===== src/rtl/fifo_write_arbiter_if.sv =====
// Shared-FIFO write arbitration bus: the requester side (master) presents
// per-requester requests and data plus the FIFO full flag, and the arbiter
// side (slave) returns the FIFO write port and the grant/accept status.
interface fifo_write_arbiter_if #(
  parameter int DATA_WIDTH   = 32,
  parameter int NUM_REQ_BITS = 2
);
  localparam int NUM_REQ = 1 << NUM_REQ_BITS;

  logic [NUM_REQ-1:0]            req;
  logic [NUM_REQ*DATA_WIDTH-1:0] req_data;
  logic                          fifo_full;
  logic [DATA_WIDTH-1:0]         fifo_write_data;
  logic                          fifo_wrtEn;
  logic [NUM_REQ-1:0]            grant;
  logic [NUM_REQ-1:0]            accept;
  logic [NUM_REQ_BITS-1:0]       active_id;

  modport master (
    output req, req_data, fifo_full,
    input  fifo_write_data, fifo_wrtEn, grant, accept, active_id
  );

  modport slave (
    input  req, req_data, fifo_full,
    output fifo_write_data, fifo_wrtEn, grant, accept, active_id
  );
endinterface


===== src/rtl/fifo_write_arbiter.sv =====
// Round-robin write arbiter for a shared FIFO. One requester owns the FIFO
// write port for a burst of up to MAX_BURST words; ownership is handed on
// when the owner stops requesting or finishes its burst, and the next owner
// is chosen in the same cycle so back-to-back bursts have no idle bubble.
// A full FIFO stalls the burst without releasing it.
module fifo_write_arbiter #(
  parameter int DATA_WIDTH   = 32,
  parameter int NUM_REQ_BITS = 2,
  parameter int MAX_BURST    = 4
) (
  input logic                 clk,
  input logic                 reset,   // asynchronous, active-low
  fifo_write_arbiter_if.slave bus
);
  localparam int NUM_REQ = 1 << NUM_REQ_BITS;
  localparam int BEAT_W  = (MAX_BURST > 1) ? $clog2(MAX_BURST) : 1;
  localparam logic [BEAT_W-1:0]       LAST_BEAT = BEAT_W'(MAX_BURST - 1);
  localparam logic [NUM_REQ_BITS-1:0] LAST_ID   = NUM_REQ_BITS'(NUM_REQ - 1);

  typedef enum logic [0:0] {
    ST_IDLE  = 1'b0,
    ST_BURST = 1'b1
  } state_e;

  state_e                  state_q, state_d;
  logic [NUM_REQ-1:0]      grant_q, grant_d;
  logic [NUM_REQ_BITS-1:0] owner_q, owner_d;
  logic [NUM_REQ_BITS-1:0] last_owner_q, last_owner_d;
  logic [BEAT_W-1:0]       beat_q, beat_d;

  logic                    owner_req_s;
  logic                    wr_en_s;
  logic                    release_s;
  logic [NUM_REQ_BITS-1:0] search_base_s;
  logic [NUM_REQ_BITS-1:0] cand_s;
  logic                    win_found_s;
  logic [NUM_REQ_BITS-1:0] win_id_s;

  function automatic logic [NUM_REQ-1:0] id_to_onehot(input logic [NUM_REQ_BITS-1:0] id);
    logic [NUM_REQ-1:0] oh;
    oh     = {NUM_REQ{1'b0}};
    oh[id] = 1'b1;
    return oh;
  endfunction

  // A write happens only in BURST while the owner requests and the FIFO has room.
  assign owner_req_s = bus.req[owner_q];
  assign wr_en_s     = (state_q == ST_BURST) & owner_req_s & ~bus.fifo_full;
  assign release_s   = (state_q == ST_BURST) &
                       (~owner_req_s | (wr_en_s & (beat_q == LAST_BEAT)));

  // Search starts after the previous owner when idle, after the current one on release.
  assign search_base_s = (state_q == ST_BURST) ? owner_q : last_owner_q;

  // Round-robin pick: walk from lowest to highest priority so the nearest requester wins.
  always_comb begin
    win_found_s = 1'b0;
    win_id_s    = {NUM_REQ_BITS{1'b0}};
    cand_s      = {NUM_REQ_BITS{1'b0}};
    for (int k = NUM_REQ; k >= 1; k--) begin
      cand_s      = search_base_s + NUM_REQ_BITS'(k);
      win_found_s = win_found_s | bus.req[cand_s];
      win_id_s    = bus.req[cand_s] ? cand_s : win_id_s;
    end
  end

  // Next-state logic: arbitration, burst beat counting and release handling.
  always_comb begin
    state_d      = state_q;
    grant_d      = grant_q;
    owner_d      = owner_q;
    last_owner_d = last_owner_q;
    beat_d       = beat_q;
    case (state_q)
      ST_IDLE: begin
        if (win_found_s) begin
          state_d = ST_BURST;
          grant_d = id_to_onehot(win_id_s);
          owner_d = win_id_s;
          beat_d  = {BEAT_W{1'b0}};
        end else begin
          grant_d = {NUM_REQ{1'b0}};
          owner_d = {NUM_REQ_BITS{1'b0}};
          beat_d  = {BEAT_W{1'b0}};
        end
      end
      ST_BURST: begin
        if (release_s) begin
          last_owner_d = owner_q;
          if (win_found_s) begin
            state_d = ST_BURST;
            grant_d = id_to_onehot(win_id_s);
            owner_d = win_id_s;
            beat_d  = {BEAT_W{1'b0}};
          end else begin
            state_d = ST_IDLE;
            grant_d = {NUM_REQ{1'b0}};
            owner_d = {NUM_REQ_BITS{1'b0}};
            beat_d  = {BEAT_W{1'b0}};
          end
        end else if (wr_en_s) begin
          beat_d = beat_q + BEAT_W'(1);
        end else begin
          beat_d = beat_q;
        end
      end
      default: begin
        state_d = ST_IDLE;
        grant_d = {NUM_REQ{1'b0}};
        owner_d = {NUM_REQ_BITS{1'b0}};
        beat_d  = {BEAT_W{1'b0}};
      end
    endcase
  end

  // State registers; reset leaves requester 0 first in line.
  always_ff @(posedge clk or negedge reset) begin
    if (!reset) begin
      state_q      <= ST_IDLE;
      grant_q      <= {NUM_REQ{1'b0}};
      owner_q      <= {NUM_REQ_BITS{1'b0}};
      last_owner_q <= LAST_ID;
      beat_q       <= {BEAT_W{1'b0}};
    end else begin
      state_q      <= state_d;
      grant_q      <= grant_d;
      owner_q      <= owner_d;
      last_owner_q <= last_owner_d;
      beat_q       <= beat_d;
    end
  end

  assign bus.grant           = grant_q;
  assign bus.active_id       = owner_q;
  assign bus.fifo_wrtEn      = wr_en_s;
  assign bus.accept          = grant_q & {NUM_REQ{wr_en_s}};
  assign bus.fifo_write_data = bus.req_data[owner_q*DATA_WIDTH +: DATA_WIDTH];
endmodule


===== src/flat_wrapper.sv =====
// flat-port wrapper written by rule: the top's interface ports become plain ports
module fifo_write_arbiter_flat 
#(
  parameter int DATA_WIDTH   = 32,
  parameter int NUM_REQ_BITS = 2,
  parameter int MAX_BURST    = 4
)
  (clk, reset, bus_req, bus_req_data, bus_fifo_full, bus_fifo_write_data, bus_fifo_wrtEn, bus_grant, bus_accept, bus_active_id);
  fifo_write_arbiter_if #(.DATA_WIDTH(DATA_WIDTH), .NUM_REQ_BITS(NUM_REQ_BITS)) bus_i ();
  input logic clk;
  input logic reset;
  input wire logic [$bits(bus_i.req)-1:0] bus_req;
  input wire logic [$bits(bus_i.req_data)-1:0] bus_req_data;
  input wire logic [$bits(bus_i.fifo_full)-1:0] bus_fifo_full;
  output wire logic [$bits(bus_i.fifo_write_data)-1:0] bus_fifo_write_data;
  output wire logic [$bits(bus_i.fifo_wrtEn)-1:0] bus_fifo_wrtEn;
  output wire logic [$bits(bus_i.grant)-1:0] bus_grant;
  output wire logic [$bits(bus_i.accept)-1:0] bus_accept;
  output wire logic [$bits(bus_i.active_id)-1:0] bus_active_id;
  assign bus_i.req = bus_req;
  assign bus_i.req_data = bus_req_data;
  assign bus_i.fifo_full = bus_fifo_full;
  assign bus_fifo_write_data = bus_i.fifo_write_data;
  assign bus_fifo_wrtEn = bus_i.fifo_wrtEn;
  assign bus_grant = bus_i.grant;
  assign bus_accept = bus_i.accept;
  assign bus_active_id = bus_i.active_id;
  fifo_write_arbiter #(.DATA_WIDTH(DATA_WIDTH), .NUM_REQ_BITS(NUM_REQ_BITS), .MAX_BURST(MAX_BURST)) u_core (.clk(clk), .reset(reset), .bus(bus_i));
endmodule

===== config.mk =====
export PLATFORM = sky130hd
export DESIGN_NAME = fifo_write_arbiter_flat
export DESIGN_NICKNAME = d
export VERILOG_FILES = /design/src/rtl/fifo_write_arbiter_if.sv /design/src/rtl/fifo_write_arbiter.sv /design/src/flat_wrapper.sv
export SDC_FILE = /design/constraint.sdc
export NUM_CORES = 1
export LEC_CHECK = 0
export ABC_AREA = 1
export CORE_MARGIN = 2
export CORE_UTILIZATION = 31
export DETAILED_ROUTE_END_ITERATION = 8
export PLACE_DENSITY = 0.87
export SKIP_LAST_GASP = 1
export SLEW_MARGIN = 10
export SYNTH_ARGS = -nofsm -noshare
export SYNTH_HDL_FRONTEND = slang
export SYNTH_SLANG_ARGS = --single-unit
export TNS_END_PERCENT = 20

===== constraint.sdc =====
create_clock -name clk -period 2.3 [get_ports clk]
set_input_delay 0.46 -clock clk [delete_from_list [all_inputs] [get_ports clk]]
set_output_delay 0.46 -clock clk [all_outputs]
set_load 0.005 [all_outputs]

### Word level (Yosys, flattened, before mapping)

Index checks and enable logic that the tools add are counted.

* register bits: 11
* word-level logic and storage cells: 63
* output and inout bits: 43
* input port bits: 135

* reduce and logical (&&, ||, !) cells: 2
* muxes and demuxes: 29
* add/sub/neg operators: 4
* order comparisons: 7
* shift operators: 1
* bitwise gates (word level): 12
* equal/unequal tests: 3

Operators by type and width (count)
* $shiftx 128x8->32: 1
* $lt 2x3->1 const B: 6
* $mux 2: 9
* $bmux 1 s2: 5
* $mux 1: 8
* $mux 4: 2
* $pmux 2 s2: 2
* $pmux 4 s2: 1
* $add 2x1->2 const B: 2
* $add 2x2->2 const B: 2
* $and 1x1->1: 4
* $and 4x4->4: 1
* $or 1x1->1: 4
* $ne 3x3->1 const B: 1
* $not 1->1: 3
* $demux 1 s2: 1
* $eq 2x2->1 const B: 1
* $ge 2x1->1 const B: 1
* $ne 2x2->1 const B: 1
* $pmux 1 s2: 1
* $reduce_and 2->1: 1
* $logic_and 1x1->1: 1

### Logic depth before layout (Yosys ltp)

* word-level depth: 14
* gate-level depth with buffers: 14
* mapped depth without buffers: 13

### Least setup slack after synthesis

No wires, ideal clock.

* path kind: reg2out
* from: reg u_core.owner_q[0], in the netlist u_core.bus.active_id[0]
* to: out bus_fifo_write_data[0]
* arrival time: 1313 ps
* path slack: 527 ps
* buffers on the path: 2
* stages on the path, launching flop included: 6
* required time: 1840 ps
* path through: dfrtp_1 inv_2 clkbuf_1 clkbuf_1 nor2_1 o22ai_1

* word-level cells in the longest chain between the ends: 1

RTL lines
* from (decl): line fifo_write_arbiter.sv:27 `logic [NUM_REQ_BITS-1:0] owner_q, owner_d;`
* from (signal assigned): line fifo_write_arbiter.sv:121 `owner_q <= {NUM_REQ_BITS{1'b0}};`
* from (signal assigned): line fifo_write_arbiter.sv:127 `owner_q <= owner_d;`
* $shiftx 128x8->32: line fifo_write_arbiter.sv:137 `assign bus.fifo_write_data = bus.req_data[owner_q*DATA_WIDTH +: DATA_WIDTH];`
* to (decl): line flat_wrapper.sv:15 `output wire logic [$bits(bus_i.fifo_write_data)-1:0] bus_fifo_write_data;`

No other way between the ends.

### Worst setup path after layout

* from: reg u_core.owner_q[0], in the netlist u_core.bus.active_id[0]
* to: out bus_fifo_write_data[28]

Same word-level chain as after synthesis.

==> results.cfg <==
[run_status]
outcome = complete, but fails checks
violations = negative setup slack

[die]
die_w_microns = 77.60
initial_utilization_pct = 32.46
io_pins = 178
core_sq_um = 5172
die-area_sq_um = 6021
die_h_microns = 77.60
num_rows = 26

[place]
portBuffers = 177
gp_congestion = 0.8530
dpl.hpwl_microns = 6711
dp.cells = 552

[pwr]
switching_power_mw = 1.980
p_per_area_nw_per_um2 = 1128
netSwitchingFraction_pct = 46.55
p_leak_nw = 1.626
power.total_mw = 4.254
p_int_mw = 2.273
combPwrFrac_pct = 86.3
ir_drop_v = 0.0005682
seqPwrFrac_pct = 9.3
clkPwrFrac_pct = 4.4

[timing]
setup_tns_ps = -233.0
period_minus_slack_ps = 2344
drv_slew = 0
skew_ps = 4.035
finalSetupViolCount = 8
worst_pin_slew_ps = 478.4
period_share_pct = 101.9
layout_setup_ws_ps = -43.93
finalHoldViolations = 0
fmax_ghz = 0.4266
rsz0062_at_grt = yes
holdWs_ps = 460.3
relSlewSlack_pct = 68.00

[setup_path]
r2r_start = u_core.bus.active_id[0]
path_class = reg -> out
worstPathMaxFanout = 30
r2r_setup_slack_ps = 390
reg2reg_to = u_core.last_owner_q[0]
end_kind = output port
crit_required_ps = 1840
r2r_cells = 12
startpoint_type = flop
cp_data_arrival_time_ps = 1880

[synth]
synth_edf_count = 0
seq_area_frac_synth_pct = 16.54
yosys.area_share.simple_pct = 37.63
muxShareOfSynthArea_pct = 0
yosys_warnings = 0
synthTopCellsByCount = 74 x nor2_1, 67 x o21ai_0, 46 x nand2_1
netlist.area_leader.share_pct = 19.97
synthArstFlopShare_pct = 100.0
synth_area_leaders = o21ai_0 20%, nor2_1 17%, dfrtp_1 13%, o22ai_1 12%, nand2_1 10%
yosysTopAreaCell = o21ai_0
synthXorXnorAreaFrac_pct = 0
synth_top_family_by_area = simple AND/OR/NAND/NOR gates
netlist_area_sq_um = 1679
synth_nets = 448
synthFlopType = dfrtp_1
synth-seq-cells = 11
synthDistinctLibCells = 20
synthCells = 312
synth_compound_area_share_pct = 35.39
syn_area_per_cell_sq_um = 5.382
yosysMostFrequentCell = nor2_1
synthAdderAreaFrac_pct = 0.7452

[clocking]
cts-htree-levels = 1
cts_hold_buf = 0
cts_tree = done
clkSinkCount = 11
cts_buffers = 3
clockBufferDepth = 2
clk_latency_ps = 240
root_buffer = clkbuf_8
clk_pin_slew_worst_paths_ps = 50

[layout]
nets = 629
n_fill_cell = 422
layout-drive-gt1-share_pct = 11.79
regArea_sq_um = 280.3
syn2layout_area_growth_pct = 124.6
n_antenna_cell = 0
multiInputGateArea_sq_um = 1249
final_core_util_pct = 72.91
instances_no_fill = 562

[flow_run]
max-cap-violations = 0

[drt]
vias = 2917
routedWlPerCell_microns = 16.05
drc_errors = 0
drtPass1Iterations = 5
totalWireLength_microns = 9021
viasPerCell = 5.190
antenna_left = 0
dr.first_iter.drc_count = 169

[hold_path]
min_from = u_core.last_owner_q[1]
hold_depth = 2
hp-class = reg -> reg
min_to = u_core.last_owner_q[1]

[global_route]
top_usage_layer = met2
grt_pass1_vias = 2828
grt_start_max_net_pins = 62
grt_use_met2_pct = 50.00
use_met1_pct = 33.55
grt.overflow.total = 0
met3_usage_pct = 6.977
antenna_found_initial = 0
track_usage_pct = 28.40
grt_first_pass_wirelength_microns = 13840
[cell families (layout without fill, tap and decap cells)]
| kind of cell | count (synthesis) | after routing |
|---|---|---|
| AOI/OAI and AO/OA | 108 | 108 |
| DFF | 11 | 11 |
| and+or+nand+nor | 150 | 150 |
| buffers and inverters | 42 | 222 |
| adders and majority gates | 1 | 1 |
[worst max-delay path, cell delays in order, from the launching register on]
cell	delay (ps)
dfrtp_2	480
buf_4	170
clkbuf_16	200
nor2_1	60
o22ai_1	180
clkdlybuf4s50_1	550
[cell usage in the layout (no fill, tap or decap), drive strengths merged, types with 6 or more instances in the layout]
cell type / n
buf: 21
clkbuf: 7
clkdlybuf4s50: 166
dfrtp: 9
dlymetal6s2s: 6
inv: 20
nand2: 57
nand3: 17
nor2: 76
o21ai: 74
o22ai: 32
[layer usage]
layer  part of all wire [%]  vias up
met1                     40     1326
met2                     48      148
met4                    3.3        0
met5                      0        -
met3                    8.7       26
li1                       -     1417
[what timing repair did]
action / in CTS / in global routing
setup buffers: 2 / 1
endpoints found under the setup margin: 37 / 37
resized for setup: 8 / 22
pin swaps: 1 / 4
hold endpoints to repair: 0 / 0
cloned: 1 / 2
[sequential cells by signal (all words and copies together) (netlist names)]
register              count
u_core.state_q            1
u_core.bus.active_id      2
u_core.last_owner_q       2
u_core.beat_q             2
u_core.bus.grant          4
[final cells by class]
cell class	instances	share of cell area, %
multi-input combinational	259	33.11
tap	70	2.322
inverter	20	2.123
clock buffer	3	1.095
timing repair buffer	198	53.78
clock inverter	1	0.1327
sequential	11	7.432
[power groups by stage]
| stage | Combinational [mW] | Clock (mW) | Sequential (mW) |
|---|---|---|---|
| floorplan | 1.74 | 0 | 0.350 |
| global placement | 3.35 | 0 | 0.381 |
| detailed placement | 3.41 | 0 | 0.384 |
| CTS | 3.55 | 0.192 | 0.383 |
| global route | 4.04 | 0.205 | 0.404 |
| finish | 3.67 | 0.189 | 0.394 |
[how the worst max path moves through the flow]
stage,startpoint,endpoint,slack (ps)
2_1_floorplan,u_core.bus.active_id[0],bus_fifo_write_data[0],530
3_3_place_gp,bus_req[1],bus_accept[0],-260
3_5_place_dp,bus_req[1],bus_accept[0],-280
4_1_cts,bus_req[1],bus_accept[0],-120
5_1_grt,u_core.bus.active_id[0],bus_fifo_write_data[3],-90
6_report,u_core.bus.active_id[0],bus_fifo_write_data[28],-40
[per-stage QoR]
stage	instance area, sq um	setup WS, ps
2_1_floorplan	1679	527.0
3_3_place_gp	3615	-259.7
3_5_place_dp	3615	-277.7
4_1_cts	3706	-118.7
5_1_grt	3771	-91.57
6_report	3771	-43.93
Note: power is estimated with default switching activity, not from simulation.
